<file path="config.mk">
export PLATFORM = sky130hd
export DESIGN_NAME = change_dispenser_flat
export DESIGN_NICKNAME = d
export VERILOG_FILES = /design/src/rtl/vending_pkg.sv /design/src/rtl/change_dispenser_if.sv /design/src/rtl/coin_inventory.sv /design/src/rtl/change_dispenser.sv /design/src/flat_wrapper.sv
export SDC_FILE = /design/constraint.sdc
export NUM_CORES = 1
export LEC_CHECK = 0
export ABC_AREA = 1
export CAP_MARGIN = 20
export CORE_MARGIN = 8
export CORE_UTILIZATION = 30
export DETAILED_ROUTE_END_ITERATION = 6
export SLEW_MARGIN = 20
export SYNTH_ARGS = -nofsm -noshare
export SYNTH_HDL_FRONTEND = slang
export SYNTH_SLANG_ARGS = --single-unit
</file>
<file path="constraint.sdc">
create_clock -name I_CLK -period 4.6 [get_ports I_CLK]
set_input_delay 0.69 -clock I_CLK [delete_from_list [all_inputs] [get_ports I_CLK]]
set_output_delay 0.69 -clock I_CLK [all_outputs]
set_load 0.03 [all_outputs]
</file>
<file path="src/rtl/vending_pkg.sv">
// Shared definitions for the vending payout path: coin denominations and
// the change dispenser FSM encoding.
package vending_pkg;

    localparam int NUM_DENOM = 6;

    // Largest denomination first; the dispenser scans this table in index order.
    localparam logic [15:0] DENOM [NUM_DENOM] = '{16'd500, 16'd100, 16'd25, 16'd10, 16'd5, 16'd1};

    // Scan index one past the last denomination marks the end of a payout.
    localparam logic [2:0] IDX_END = 3'd6;

    typedef enum logic [1:0] {
        S_IDLE   = 2'd0,
        S_SELECT = 2'd1,
        S_ISSUE  = 2'd2,
        S_DONE   = 2'd3
    } state_t;

    // Out-of-table indices map to zero cents so they can never be paid.
    function automatic logic [15:0] denom_of(input logic [2:0] idx);
        logic [15:0] cents;
        case (idx)
            3'd0:    cents = DENOM[0];
            3'd1:    cents = DENOM[1];
            3'd2:    cents = DENOM[2];
            3'd3:    cents = DENOM[3];
            3'd4:    cents = DENOM[4];
            3'd5:    cents = DENOM[5];
            default: cents = 16'd0;
        endcase
        return cents;
    endfunction

endpackage

</file>
<file path="src/rtl/change_dispenser_if.sv">
// Coin request handshake between the change dispenser and the coin ejector.
interface change_dispenser_if;

    logic       O_COIN_VALID;
    logic [2:0] O_COIN_SEL;
    logic       I_COIN_READY;

    modport master (
        output O_COIN_VALID,
        output O_COIN_SEL,
        input  I_COIN_READY
    );

    modport slave (
        input  O_COIN_VALID,
        input  O_COIN_SEL,
        output I_COIN_READY
    );

endinterface

</file>
<file path="src/rtl/coin_inventory.sv">
// Per-denomination coin counters with refill (overwrite) and single-coin
// decrement ports, plus a combinational count read.
module coin_inventory
    import vending_pkg::*;
#(
    parameter int CNT_W    = 8,
    parameter int INIT_CNT = 20
) (
    input  logic             I_CLK,
    input  logic             I_RESET,
    input  logic             load_en,
    input  logic [2:0]       load_sel,
    input  logic [CNT_W-1:0] load_cnt,
    input  logic             dec_en,
    input  logic [2:0]       dec_sel,
    input  logic [2:0]       rd_sel,
    output logic [CNT_W-1:0] rd_cnt
);

    localparam logic [CNT_W-1:0] INIT_VAL = CNT_W'(INIT_CNT);
    localparam logic [CNT_W-1:0] ONE_VAL  = CNT_W'(1);

    logic [CNT_W-1:0] cnt_r [NUM_DENOM];

    // Counter update: reset, then refill, then decrement; a zero count never wraps.
    always_ff @(posedge I_CLK) begin
        for (int i = 0; i < NUM_DENOM; i++) begin
            if (I_RESET) begin
                cnt_r[i] <= INIT_VAL;
            end else if (load_en && (load_sel == 3'(i))) begin
                cnt_r[i] <= load_cnt;
            end else if (dec_en && (dec_sel == 3'(i)) && (cnt_r[i] != '0)) begin
                cnt_r[i] <= cnt_r[i] - ONE_VAL;
            end else begin
                cnt_r[i] <= cnt_r[i];
            end
        end
    end

    // Count read; the end-of-scan index reads as empty.
    always_comb begin
        rd_cnt = '0;
        for (int i = 0; i < NUM_DENOM; i++) begin
            rd_cnt = (rd_sel == 3'(i)) ? cnt_r[i] : rd_cnt;
        end
    end

endmodule

</file>
<file path="src/rtl/change_dispenser.sv">
// Pays a change amount out as coins, largest denomination first, one coin per
// ejector handshake, and reports completion and any inventory shortfall.
module change_dispenser
    import vending_pkg::*;
#(
    parameter int CNT_W    = 8,
    parameter int INIT_CNT = 20
) (
    input  logic               I_CLK,
    input  logic               I_RESET,
    input  logic               I_START,
    input  logic [15:0]        I_AMOUNT,
    input  logic               I_LOAD,
    input  logic [2:0]         I_LOAD_SEL,
    input  logic [CNT_W-1:0]   I_LOAD_CNT,
    change_dispenser_if.master coin,
    output logic               O_BUSY,
    output logic               O_DONE,
    output logic               O_SHORT,
    output logic [15:0]        O_REMAIN
);

    state_t           state_r, state_s;
    logic [15:0]      remain_r, remain_s;
    logic [2:0]       idx_r, idx_s;
    logic             valid_r, valid_s;
    logic [2:0]       sel_r, sel_s;
    logic             busy_r, busy_s;
    logic             done_r, done_s;
    logic             short_r, short_s;
    logic [15:0]      out_rem_r, out_rem_s;
    logic             load_en_s;
    logic             dec_en_s;
    logic [15:0]      denom_s;
    logic [CNT_W-1:0] inv_cnt_s;

    coin_inventory #(
        .CNT_W    (CNT_W),
        .INIT_CNT (INIT_CNT)
    ) u_inv (
        .I_CLK    (I_CLK),
        .I_RESET  (I_RESET),
        .load_en  (load_en_s),
        .load_sel (I_LOAD_SEL),
        .load_cnt (I_LOAD_CNT),
        .dec_en   (dec_en_s),
        .dec_sel  (idx_r),
        .rd_sel   (idx_r),
        .rd_cnt   (inv_cnt_s)
    );

    assign denom_s = denom_of(idx_r);

    // Next-state and next-output logic for the payout FSM.
    always_comb begin
        state_s   = state_r;
        remain_s  = remain_r;
        idx_s     = idx_r;
        valid_s   = valid_r;
        sel_s     = sel_r;
        busy_s    = busy_r;
        done_s    = 1'b0;
        short_s   = short_r;
        out_rem_s = out_rem_r;
        load_en_s = 1'b0;
        dec_en_s  = 1'b0;
        case (state_r)
            S_IDLE: begin
                // A refill in the start cycle lands before the first selection.
                load_en_s = I_LOAD && (I_LOAD_SEL < 3'(NUM_DENOM));
                if (I_START) begin
                    remain_s = I_AMOUNT;
                    idx_s    = 3'd0;
                    short_s  = 1'b0;
                    busy_s   = 1'b1;
                    state_s  = S_SELECT;
                end else begin
                    state_s  = S_IDLE;
                end
            end
            S_SELECT: begin
                if ((idx_r >= IDX_END) || (remain_r == 16'd0)) begin
                    state_s = S_DONE;
                end else if ((remain_r >= denom_s) && (inv_cnt_s != '0)) begin
                    valid_s = 1'b1;
                    sel_s   = idx_r;
                    state_s = S_ISSUE;
                end else begin
                    idx_s   = idx_r + 3'd1;
                    state_s = S_SELECT;
                end
            end
            S_ISSUE: begin
                // Stay on the same denomination after a coin so it can repeat.
                if (coin.I_COIN_READY) begin
                    remain_s = remain_r - denom_s;
                    dec_en_s = 1'b1;
                    valid_s  = 1'b0;
                    state_s  = S_SELECT;
                end else begin
                    valid_s  = 1'b1;
                    state_s  = S_ISSUE;
                end
            end
            S_DONE: begin
                done_s    = 1'b1;
                busy_s    = 1'b0;
                out_rem_s = remain_r;
                short_s   = (remain_r != 16'd0);
                state_s   = S_IDLE;
            end
            default: begin
                state_s = S_IDLE;
            end
        endcase
    end

    // State and registered-output update.
    always_ff @(posedge I_CLK) begin
        if (I_RESET) begin
            state_r   <= S_IDLE;
            remain_r  <= 16'd0;
            idx_r     <= 3'd0;
            valid_r   <= 1'b0;
            sel_r     <= 3'd0;
            busy_r    <= 1'b0;
            done_r    <= 1'b0;
            short_r   <= 1'b0;
            out_rem_r <= 16'd0;
        end else begin
            state_r   <= state_s;
            remain_r  <= remain_s;
            idx_r     <= idx_s;
            valid_r   <= valid_s;
            sel_r     <= sel_s;
            busy_r    <= busy_s;
            done_r    <= done_s;
            short_r   <= short_s;
            out_rem_r <= out_rem_s;
        end
    end

    assign coin.O_COIN_VALID = valid_r;
    assign coin.O_COIN_SEL   = sel_r;
    assign O_BUSY            = busy_r;
    assign O_DONE            = done_r;
    assign O_SHORT           = short_r;
    assign O_REMAIN          = out_rem_r;

endmodule
</file>
<file path="src/flat_wrapper.sv">
// flat-port wrapper written by rule: the top's interface ports become plain ports
module change_dispenser_flat import vending_pkg::*;
#(
    parameter int CNT_W    = 8,
    parameter int INIT_CNT = 20
)
  (I_CLK, I_RESET, I_START, I_AMOUNT, I_LOAD, I_LOAD_SEL, I_LOAD_CNT, O_BUSY, O_DONE, O_SHORT, O_REMAIN, coin_O_COIN_VALID, coin_O_COIN_SEL, coin_I_COIN_READY);
  change_dispenser_if coin_i ();
  input  logic I_CLK;
  input  logic I_RESET;
  input  logic I_START;
  input  logic [15:0] I_AMOUNT;
  input  logic I_LOAD;
  input  logic [2:0] I_LOAD_SEL;
  input  logic [CNT_W-1:0] I_LOAD_CNT;
  output logic O_BUSY;
  output logic O_DONE;
  output logic O_SHORT;
  output logic [15:0] O_REMAIN;
  output wire logic [$bits(coin_i.O_COIN_VALID)-1:0] coin_O_COIN_VALID;
  output wire logic [$bits(coin_i.O_COIN_SEL)-1:0] coin_O_COIN_SEL;
  input wire logic [$bits(coin_i.I_COIN_READY)-1:0] coin_I_COIN_READY;
  assign coin_O_COIN_VALID = coin_i.O_COIN_VALID;
  assign coin_O_COIN_SEL = coin_i.O_COIN_SEL;
  assign coin_i.I_COIN_READY = coin_I_COIN_READY;
  change_dispenser #(.CNT_W(CNT_W), .INIT_CNT(INIT_CNT)) u_core (.I_CLK(I_CLK), .I_RESET(I_RESET), .I_START(I_START), .I_AMOUNT(I_AMOUNT), .I_LOAD(I_LOAD), .I_LOAD_SEL(I_LOAD_SEL), .I_LOAD_CNT(I_LOAD_CNT), .coin(coin_i), .O_BUSY(O_BUSY), .O_DONE(O_DONE), .O_SHORT(O_SHORT), .O_REMAIN(O_REMAIN));
endmodule
</file>
==> impl_metrics.ini <==
[cts]
postCtsSetupBuffers = 0
clock_latency_ps = 340
cts_resized = 0
h-tree-depth = 3
cts_made_buffers = 9
clock-root-buffer = clkbuf_16
cts_tree = yes
cts_max_path_buffers = 2
clock-sinks = 92
hold_buffers = 0
cts.reportedPaths.clkPinSlew_ps = 60

[place]
post-place-ws_ps = 1610
place_hpwl_um = 11600
numPortBuffers = 54
placed_cell_area_um2 = 6340
gp_congestion = 0.852

[yosys]
synthDominantCellAreaShare_pct = 25.9
synth_xor_area_share_pct = 4.88
synth_simple_gate_area_share_pct = 23.5
synth_top_cell_by_area = edfxtp_1
synth.avg_cell_area_um2 = 7.85
yosys-top-cells-area = edfxtp_1 26%, dfxtp_1 16%, nand2_1 8.0%
synth_edf_count = 48
synthAdderAreaFrac_pct = 6.21
synth_fp_nets = 768
synth.most_common_cell = nand2_1
netlist_top_cells_count = 119 x nand2_1, 95 x nor2_1, 76 x inv_1, 55 x o21ai_0, 48 x edfxtp_1
synth_cells = 709
yosys_most_used_dff = edfxtp_1
synth_seq_cells = 92
synth_mux_area_share_pct = 0
synth_compound_area_share_pct = 16.6
syn-cell-area_um2 = 5560
yosysSeqAreaShare_pct = 41.7
async_flop_share_pct = 0
yosysWarningCount = 0
ys_types = 44
synth_top_family_by_area = simple AND/OR/NAND/NOR gates

[layout]
nFillCells = 1927
area_growth_pct = 19.4
layout-drive-gt1-share_pct = 6.41
stdcell_area_um2 = 6640
register_area_um2 = 2320
multi_input_area_um2 = 2850
antenna_cells = 0
nets = 818

[critical_path]
reg2reg_to = u_core.coin.O_COIN_SEL[2]
critPathKind = reg2reg
r2r_start = u_core.idx_r[0]
crit_fanout = 6
cpPeakStageDelay_ps = 480
crit_path_end_kind = register
crit_path_start_kind = register
crit_required_ps = 4870
worst-endpoint-arrival_ps = 3260
slowest_stage = fa_1
cp_common_cell = inv_1
ff2ff_path_depth = 15
crit_chain = inv_1, ha_1, inv_1, nor2_1, inv_1, nand3_1, ha_1, fa_1, o21ai_1, nand3_1, o2111ai_2, nand3_2, inv_2, o21ai_1, a21oi_1
regToRegSetupSlack_ps = 1610

[sta]
drv_slew = 0
setup_slack_ps = 1610
min_period_ps = 2990
clock.fmax_ghz = 0.335
setup_violations = 0
fin_crit_sh_pct = 65.0
rsz0062_at_grt = false
hold_viol_final = 0
fin_skew_ps = 8.26
tightest_slew_ps = 773
slew_headroom_pct = 48.4
setup_tns_ps = 0

[floorplan]
coreArea_um2 = 18500
io_pins = 55
die_area_um2 = 23200
start_util_pct = 30.1
rows = 50
die_x_um = 152
die_height_um = 152

[global_route]
grt_pass1_vias = 4814
antenna_found_initial = 0
grt_first_pass_wirelength_um = 24800
gr-usage-all-layers_pct = 13.1
overflow = 0
grt_max_degree = 29

[hold_path]
hp-class = reg2reg
min_from = u_core.O_BUSY
hold_end = u_core.O_BUSY
hold_depth = 2

[routing]
drc_errors = 0
vias = 4968
drt_iter0_markers = 329
vias_per_cell = 4.98
avgRoutedWirePerCell_um = 15.6
routed_wirelength_um = 15500
ant_nets = 0
firstDrtPassIters = 5

[run_status]
outcome = completed

[flow_run]
drv_cap = 0

[power]
cellPowerDensity_nw_per_um2 = 343
ir_drop_mv = 0.177
p_leak_nw = 2.68
-- routing by layer --
layer  share of wire [%]  track usage, %  wire (um)
met2                  48            22.3       7390
met5                   0               0          0
met3                 6.4            3.37        998
met1                  44            16.3       6910
met4                 1.6            3.47        255
-- layout make-up --
class / count / area share [%]
multi-input cells: 514 / 42.9
clock buffers: 11 / 3.62
clock inverters: 5 / 0.885
repair buffers: 57 / 8.47
flip-flops and latches: 92 / 35.0
well taps: 234 / 4.41
inverters: 85 / 4.80
-- placed cells by master (no fill, tap or decap), types with 17 or more instances in the layout --
| cell type | instances |
|---|---|
| nand2_1 | 119 |
| dfxtp_1 | 44 |
| ha_1 | 26 |
| edfxtp_1 | 48 |
| nand3_1 | 28 |
| nor2_1 | 95 |
| a21oi_1 | 42 |
| clkdlybuf4s50_1 | 54 |
| o21ai_0 | 55 |
| inv_1 | 76 |
| xnor2_1 | 17 |
-- how the worst max path moves through the flow --
stage | startpoint | endpoint | slack [ps]
6_report | u_core.idx_r[0] | u_core.coin.O_COIN_SEL[2] | 1610
5_1_grt | u_core.idx_r[0] | u_core.coin.O_COIN_SEL[0] | 1340
4_1_cts | u_core.idx_r[0] | u_core.coin.O_COIN_SEL[2] | 1580
3_5_place_dp | coin_I_COIN_READY | u_core.remain_r[0] | 1610
3_3_place_gp | coin_I_COIN_READY | u_core.remain_r[1] | 1600
2_1_floorplan | u_core.idx_r[0] | u_core.state_r[0] | 2090
-- power by group --
part	total, mW	internal (mW)	leakage, nW	switching, mW
sequential	0.989	0.928	0.819	0.0615
clock	0.763	0.437	0.148	0.326
combinational	0.527	0.192	1.72	0.335
total	2.28	1.56	2.68	0.723
-- kinds of logic (layout without fill, tap and decap cells) --
kind of cell,count (synthesis),after routing
xor gates and xnor gates,31,31
DFF,92,92
adders and majority gates,27,27
AOI/OAI and AO/OA,162,162
buffers and inverters,103,158
and+or+nand+nor,294,294
-- critical path, delay by kind of cell (launching register included) --
kind / cells / cell delay (ps)
AOI/OAI and AO/OA: 4 / 650
adders and majority gates: 3 / 980
buffers and inverters: 4 / 440
DFF: 1 / 380
and+or+nand+nor: 4 / 460
-- flip-flops by register name, indices dropped and copies added (netlist names) --
register                  flops
u_core.O_BUSY                 1
u_core.O_DONE                 1
u_core.O_REMAIN              16
u_core.O_SHORT                1
u_core.coin.O_COIN_SEL        3
u_core.coin.O_COIN_VALID      1
u_core.idx_r                  3
u_core.remain_r              16
u_core.state_r                2
u_core.u_inv.cnt_r           48
-- per-stage QoR --
stage               power, mW  hold WS [ps]  utilization, %  instances
floorplan                1.36           467               -        709
global placement         1.53           469            34.4        982
detailed placement       1.53           471            34.4        982
CTS                      2.30           482            36.0        998
global route             2.40           508            36.0        998
finish                   2.28           477            36.0        998
Power figures use the tool's default switching activity.
